File: src/rtl/pipe_pkg.sv
// rtl/pipe_pkg.sv - shared pipeline widths and control-word field offsets
package pipe_pkg;

    // ID/EX slot: A 8 + B 8 + instruction 19
    localparam int ID_EX_DATA_W = 35;
    localparam int ID_EX_CTRL_W = 13;

    // EX/MEM slot: ALU result 8 + store data 8 + destination register 3
    localparam int EX_MEM_DATA_W = 19;
    localparam int EX_MEM_CTRL_W = 4;

    // ID/EX control word bit offsets
    localparam int CTRL_WRITE_Z           = 0;
    localparam int CTRL_WRITE_C           = 1;
    localparam int CTRL_SELECT_Z          = 2;
    localparam int CTRL_SELECT_C          = 3;
    localparam int CTRL_ALU_IN_MUX        = 4;
    localparam int CTRL_ALU_USE_CARRY     = 5;
    localparam int CTRL_REG_WRITE         = 6;
    localparam int CTRL_MEM_WRITE         = 7;
    localparam int CTRL_ALU_OP_LSB        = 8;
    localparam int CTRL_ALU_OP_W          = 3;
    localparam int CTRL_REG_WRITE_MUX_LSB = 11;
    localparam int CTRL_REG_WRITE_MUX_W   = 2;

    typedef struct packed {
        logic       mem_write;
        logic       reg_write;
        logic       alu_use_carry;
        logic       alu_in_mux;
        logic       select_c;
        logic       select_z;
        logic       write_c;
        logic       write_z;
        logic [2:0] alu_op;
        logic [1:0] reg_write_mux;
    } id_ex_ctrl_t;

    // Builds the control vector field by field so the bit layout lives only here
    function automatic logic [ID_EX_CTRL_W-1:0] pack_id_ex_ctrl(input id_ex_ctrl_t f);
        logic [ID_EX_CTRL_W-1:0] v;
        v = '0;
        v[CTRL_MEM_WRITE]     = f.mem_write;
        v[CTRL_REG_WRITE]     = f.reg_write;
        v[CTRL_ALU_USE_CARRY] = f.alu_use_carry;
        v[CTRL_ALU_IN_MUX]    = f.alu_in_mux;
        v[CTRL_SELECT_C]      = f.select_c;
        v[CTRL_SELECT_Z]      = f.select_z;
        v[CTRL_WRITE_C]       = f.write_c;
        v[CTRL_WRITE_Z]       = f.write_z;
        v[CTRL_ALU_OP_LSB +: CTRL_ALU_OP_W]               = f.alu_op;
        v[CTRL_REG_WRITE_MUX_LSB +: CTRL_REG_WRITE_MUX_W] = f.reg_write_mux;
        return v;
    endfunction

endpackage

File: src/rtl/pipe_skid_buf.sv
// rtl/pipe_skid_buf.sv - one-entry skid holding valid, data and control
module pipe_skid_buf
    import pipe_pkg::*;
#(
    parameter int DATA_W = ID_EX_DATA_W,
    parameter int CTRL_W = ID_EX_CTRL_W
) (
    input  logic              clk,
    input  logic              reset,
    input  logic              load,
    input  logic              unload,
    input  logic              flush,
    input  logic [DATA_W-1:0] in_data,
    input  logic [CTRL_W-1:0] in_ctrl,
    output logic              skid_valid,
    output logic [DATA_W-1:0] skid_data,
    output logic [CTRL_W-1:0] skid_ctrl
);

    // Park a word while the output is stalled; drain or squash clears the entry
    always_ff @(posedge clk) begin
        if (reset) begin
            skid_valid <= 1'b0;
            skid_data  <= '0;
            skid_ctrl  <= '0;
        end else begin
            if (flush || unload) begin
                skid_valid <= 1'b0;
            end else if (load) begin
                skid_valid <= 1'b1;
            end
            if (load && !flush) begin
                skid_data <= in_data;
                skid_ctrl <= in_ctrl;
            end
        end
    end

endmodule

File: src/rtl/pipe_stage_reg.sv
// rtl/pipe_stage_reg.sv - handshaked pipeline stage register, optional skid via PIPE_STAGE_SKID_EN
module pipe_stage_reg
    import pipe_pkg::*;
#(
    parameter int DATA_W = ID_EX_DATA_W,
    parameter int CTRL_W = ID_EX_CTRL_W,
    parameter int CNT_W  = 16
) (
    input  logic              clk,
    input  logic              reset,
    input  logic              in_valid,
    output logic              in_ready,
    input  logic [DATA_W-1:0] in_data,
    input  logic [CTRL_W-1:0] in_ctrl,
    input  logic              flush,
    output logic              out_valid,
    input  logic              out_ready,
    output logic [DATA_W-1:0] out_data,
    output logic [CTRL_W-1:0] out_ctrl,
    output logic [CNT_W-1:0]  stall_cnt
);

    localparam logic [CNT_W-1:0] CNT_MAX = '1;
    localparam logic [CNT_W-1:0] CNT_ONE = CNT_W'(1);

    logic              valid_q;
    logic [DATA_W-1:0] data_q;
    logic [CTRL_W-1:0] ctrl_q;
    logic [CNT_W-1:0]  stall_q;

    logic              out_free;
    logic              accept;
    logic              src_valid;
    logic [DATA_W-1:0] src_data;
    logic [CTRL_W-1:0] src_ctrl;

    logic              nxt_valid;
    logic [DATA_W-1:0] nxt_data;
    logic [CTRL_W-1:0] nxt_ctrl;

    assign out_free = !valid_q || out_ready;

`ifdef PIPE_STAGE_SKID_EN
    logic              skid_valid;
    logic [DATA_W-1:0] skid_data;
    logic [CTRL_W-1:0] skid_ctrl;

    // Registered ready: no combinational path from out_ready to in_ready
    assign in_ready = flush || !skid_valid;
    assign accept   = in_valid && in_ready && !flush;

    pipe_skid_buf #(
        .DATA_W (DATA_W),
        .CTRL_W (CTRL_W)
    ) u_skid (
        .clk        (clk),
        .reset      (reset),
        .load       (accept && !out_free),
        .unload     (out_free && skid_valid),
        .flush      (flush),
        .in_data    (in_data),
        .in_ctrl    (in_ctrl),
        .skid_valid (skid_valid),
        .skid_data  (skid_data),
        .skid_ctrl  (skid_ctrl)
    );

    // The parked word is older than anything arriving, so it feeds the output first
    assign src_valid = skid_valid || accept;
    assign src_data  = skid_valid ? skid_data : in_data;
    assign src_ctrl  = skid_valid ? skid_ctrl : in_ctrl;
`else
    assign in_ready  = flush || out_free;
    assign accept    = in_valid && in_ready && !flush;
    assign src_valid = accept;
    assign src_data  = in_data;
    assign src_ctrl  = in_ctrl;
`endif

    // Next output contents: flush bubbles, a free slot loads the oldest pending word
    always_comb begin
        nxt_valid = valid_q;
        nxt_data  = data_q;
        nxt_ctrl  = ctrl_q;
        if (flush) begin
            nxt_valid = 1'b0;
        end else if (out_free) begin
            nxt_valid = src_valid;
            if (src_valid) begin
                nxt_data = src_data;
                nxt_ctrl = src_ctrl;
            end
        end
    end

    // Output register and saturating stall counter
    always_ff @(posedge clk) begin
        if (reset) begin
            valid_q <= 1'b0;
            data_q  <= '0;
            ctrl_q  <= '0;
            stall_q <= '0;
        end else begin
            valid_q <= nxt_valid;
            data_q  <= nxt_data;
            ctrl_q  <= nxt_ctrl;
            if (valid_q && !out_ready && stall_q != CNT_MAX) begin
                stall_q <= stall_q + CNT_ONE;
            end
        end
    end

    assign out_valid = valid_q;
    assign out_data  = data_q;
    assign out_ctrl  = valid_q ? ctrl_q : '0;
    assign stall_cnt = stall_q;

endmodule

File: config.mk
export PLATFORM = sky130hd
export DESIGN_NAME = pipe_stage_reg
export DESIGN_NICKNAME = d
export VERILOG_FILES = /design/src/rtl/pipe_pkg.sv /design/src/rtl/pipe_skid_buf.sv /design/src/rtl/pipe_stage_reg.sv
export SDC_FILE = /design/constraint.sdc
export NUM_CORES = 1
export LEC_CHECK = 0
export ABC_CLOCK_PERIOD_IN_PS = 4600
export CORE_MARGIN = 2
export CORE_UTILIZATION = 50
export DETAILED_ROUTE_END_ITERATION = 10
export DONT_BUFFER_PORTS = 1
export GPL_ROUTABILITY_DRIVEN = 0
export GPL_TIMING_DRIVEN = 0
export HOLD_SLACK_MARGIN = 0.1
export SLEW_MARGIN = 10
export SYNTH_ARGS = -nofsm -noshare
export SYNTH_HDL_FRONTEND = slang
export SYNTH_SLANG_ARGS = --single-unit
File: constraint.sdc
create_clock -name clk -period 4.6 [get_ports clk]
set_clock_uncertainty 0.15 [all_clocks]
set_input_delay 1.38 -clock clk [delete_from_list [all_inputs] [get_ports clk]]
set_output_delay 1.38 -clock clk [all_outputs]
set_load 0.005 [all_outputs]
; ---- Word-level counts from Yosys, hierarchy flattened
; Index checks and enable logic that the tools add are counted.
[op_classes]
add_sub_neg = 1
n_eq_ne = 1
muxes = 1
n_bitwise = 1
n_reduce_logical = 11
[ops]
columns = op, n
row1 = "16-bit by 1-bit adder with 16-bit output, second input constant", 1
row2 = "16-bit != test, second input constant", 1
row3 = 13-bit two-way mux, 1
row4 = 1-bit logical AND, 4
row5 = 1-bit zero test, 3
row6 = 3-bit AND reduction, 1
row7 = 1-bit logical OR, 2
row8 = 2-bit OR reduction, 1
row9 = 1-bit inverter, 1
[totals]
ff_bits = 65
input_bits = 53
output_inout_bits = 66
wordCells = 19

; ---- Depth between registers and ports, before layout
[logic_depth]
ltp_word = 6
depth_mapped = 6
ltp_nobuf = 5

; ---- Worst setup path after synthesis
; No wires, ideal clock.
[synth_path]
kind = input -> output
from = in out_ready
to = out in_ready
arrival_time_ns = 1.655
t_required_ns = 3.070
slack_ns = 1.415
path_stages = 2
n_path_buf = 0
cell_sequence = nor2b_1 nand2b_1
[synth_between]
elab_chain_cells = 2
[synth_rtl]
columns = element, line
row1 = from (decl), pipe_stage_reg.sv:17  ; input logic out_ready,
row2 = 1-bit logical OR, pipe_stage_reg.sv:41  ; assign out_free = !valid_q || out_ready;
row3 = 1-bit logical OR, pipe_stage_reg.sv:73  ; assign in_ready = flush || out_free;
row4 = to (decl), pipe_stage_reg.sv:12  ; output logic in_ready,
; Every way passes these cells.

; ---- Worst setup path after layout
; Ends and elaborated chain as after synthesis.

==> metrics.log <==
INFO  metric power_per_cell_area = ~400 nW/um^2
INFO  metric dieArea = between 5000 and 6000 um^2
INFO  metric final_core_utilization = between 50 and 60%
INFO  metric starting_drc_count_in_detailed_routing = 62
INFO  metric syn2layout_area_growth = 11.1%
INFO  metric num_antenna_cells = 0
INFO  metric synth.distinct_cells = 40
INFO  metric placement.setup.worst_slack = 1.32 ns
INFO  metric holdWs = about 0.30 ns
INFO  metric critical-path-max-stage-delay = roughly 0.24 ns
INFO  metric dp_hpwl = around 4500 um
INFO  metric max-vdd-ir-drop = between 200 and 250 uV
INFO  metric clk_pin_slew_worst_paths = around 0.070 ns
INFO  metric max_cap_violations = 0
INFO  metric grt_setup_unrepaired = no
INFO  metric final_max_slew_violation_count = 0
INFO  metric drc = 0
INFO  metric post-route-period-util = between 70% and 80%
INFO  metric simple_gate_area_share_of_the_yosys_netlist = roughly a third
INFO  metric worst_setup_path_end_kind = output pin
INFO  metric hp-class = register to register
INFO  metric main_combinational_cell_family_by_area_after_synthesis = simple AND/OR/NAND/NOR gates
INFO  metric setup_violations = 0
INFO  metric asr_flop_ratio_synth = 0%
INFO  metric postCtsSetupRepairBufs = 0
INFO  metric cts_htree_levels = 3
INFO  metric grt_usage = 21.8%
INFO  metric status = complete, no violations
INFO  metric placement_rows = 26
INFO  metric clock_sink_count = 65
INFO  metric critical_path.cell_chain = nor2b_1 -> nand2b_1
INFO  metric finalNetCount = 393
INFO  metric first_pass_iters = 4
INFO  metric clockRootBuffer = sky130_fd_sc_hd__clkbuf_8
INFO  metric grt_start_max_net_pins = 12
INFO  metric first_global_vias = between 2000 and 2500
INFO  metric detail_route.vias_per_cell = approximately 5.4
INFO  metric post_synth_xor_area_fraction = 0%
INFO  metric worst_ep_required_time = 3.07 ns
INFO  metric synth_flop_cell = sky130_fd_sc_hd__dfxtp_1
INFO  metric placement.io_buffers = 0
INFO  metric yosys-mux-area-fraction = about 2.6%
INFO  metric wl = 6250 um
INFO  metric buffers_inverters_on_critical_path = 0
INFO  metric floorplan.die.width = a little under 80 um
INFO  metric path_type_of_the_worst_setup_path = primary input to output pin
INFO  metric detailroute.via_count = 2232
INFO  metric synthesis.area = roughly 2700 um^2
INFO  metric critical_path_peak_fanout = 6
INFO  metric io_pins = ~120
INFO  metric layout-drive-gt1-share = under 10%
INFO  metric detail_route.wl_per_cell = roughly 15 um
INFO  metric avgSynthCellArea = 8.17 um^2
INFO  metric clk-insertion-delay-late = approximately 0.34 ns
INFO  metric cts_resized = 0
INFO  metric gr-total-overflow = 0
INFO  metric ys_seq_elements = 65
INFO  metric tightestPinTransition = ~0.56 ns
INFO  metric synth_cells = ~330
INFO  metric fp.coreArea = 5140 um^2
INFO  metric synth_enable_flop_cells = 0
INFO  metric cpMaxStageDelayCell = sky130_fd_sc_hd__nor2b_1
INFO  metric report.final.hold_viol_count = 0
INFO  metric mappedNetlistNets = roughly 380
INFO  metric chipHeight = about 77 um
INFO  metric initial_core_utilization = about 52%
INFO  metric timing.critical_path.arrival = 1.75 ns
INFO  metric tritoncts = done
INFO  metric final_antenna_net_count = 0
INFO  metric tns = 0 ns
INFO  metric dpl_cell_area = 2770 um^2
INFO  metric design_area = 2980 um^2
INFO  metric final_period_minus_worst_setup_slack = around 3.3 ns
INFO  metric cts.path.max_buffers = 2
INFO  metric post_cts_hold_buffer_count = 0
INFO  metric slew_headroom = roughly 63%
INFO  metric tritoncts.num_buffers = 9
INFO  metric post_synth_adder_cell_area = less than 1%
INFO  metric grt_pass1_wl = 10200 um
INFO  metric grt_antenna_before_repair = 0
INFO  metric critical-path-top-delay-family = simple AND/OR/NAND/NOR gates
INFO  metric synth.yosys.warnings = 0
INFO  metric max_clock_freq = between 0.3 and 0.4 GHz
INFO  metric total_leakage_power = 1.07 nW
INFO  metric worstSetupStartpointType = primary input
INFO  metric synth-compound-area-share = 13.7%
INFO  metric final.setup.worst_slack = approximately 1.3 ns
INFO  metric synth-seq-area-share = between 40 and 50%
==> synth_stat cells, drive strengths merged (2+ instances only) <==
cell type	number	share of area [%]
nand2	101	14
dfxtp	65	49
a21oi	55	10
and2	15	3.5
clkbuf	12	1.7
nor2	11	1.5
o21ai	7	1.3
buf	6	1.1
nor4	6	2.0
nor2b	5	1.2
nor3	5	0.93
or3	5	1.3
mux2	4	1.8
nand3	4	0.93
nand3b	3	0.98
nand4	3	2.1
a41oi	2	0.65
and4b	2	0.89
inv	2	0.28
mux2i	2	0.75
or4	2	0.56
==> cell type report <==
type | count | area, um^2
fill | 537 | 2160
sequential | 65 | 1300
multi-input combinational | 243 | 1300
clock buffer | 12 | 145
tap | 70 | 87.6
buffer | 18 | 75.1
clock inverter | 3 | 65.1
inverter | 2 | 7.51
==> where the power goes <==
part           internal (W)  leakage, nW  switching (W)
combinational     0.0000196        0.433      0.0000383
sequential         0.000583        0.529      0.0000143
clock              0.000317        0.106       0.000208
==> routing by layer <==
layer  wire length [um]  up-vias  share of wire (%)  global-route usage, %
met5                  0        -                  0                      0
met4                139        0                2.2                   11.1
met3                660       13                 11                   8.94
met2               2680       87                 43                   32.3
met1               2770     1000                 44                   27.3
li1                   -     1132                  -                      -
==> final timing paths <==
check,slack (ns),depth (start not counted),to,startpoint
worst max-delay path,1.32,2,in_ready,out_ready
worst min-delay path,0.30,2,ctrl_q[5],ctrl_q[5]
worst max register to register,2.38,5,stall_cnt[13],stall_cnt[0]
worst min register to register,0.30,2,ctrl_q[5],ctrl_q[5]
==> sequential cells by signal, summed over array words and instances (netlist names) <==
register,cells
ctrl_q,13
stall_cnt,16
out_data,35
out_valid,1
==> cell families after synthesis <==
kind of cell	Yosys count
AO/OA/AOI/OAI	68
adder cells (fa/ha/maj)	1
buffers and inverters	20
flip-flops	65
multiplexers	6
AND/OR/NAND/NOR	168
==> cells in the final DEF, fill, tap and decap left out, types with 3 or more instances in the layout <==
cell,Yosys,layout
sky130_fd_sc_hd__a21oi_1,55,55
sky130_fd_sc_hd__and2_1,15,15
sky130_fd_sc_hd__buf_2,6,6
sky130_fd_sc_hd__clkbuf_1,12,14
sky130_fd_sc_hd__clkbuf_8,0,10
sky130_fd_sc_hd__dfxtp_1,65,65
sky130_fd_sc_hd__nand2_1,101,101
sky130_fd_sc_hd__nand3_1,3,3
sky130_fd_sc_hd__nor2_1,11,11
sky130_fd_sc_hd__nor2b_1,5,5
sky130_fd_sc_hd__nor3_1,5,5
sky130_fd_sc_hd__nor4_1,5,5
sky130_fd_sc_hd__o21ai_0,7,7
sky130_fd_sc_hd__or3_1,3,3
==> per-stage QoR <==
step	power (W)	instances
after global routing	0.00122	413
after CTS	0.00119	413
after detailed placement	0.000669	398
final	0.00118	413
after floorplan	0.000652	328
after global placement	0.000668	398
No activity file was read; power rests on OpenSTA's default activity.
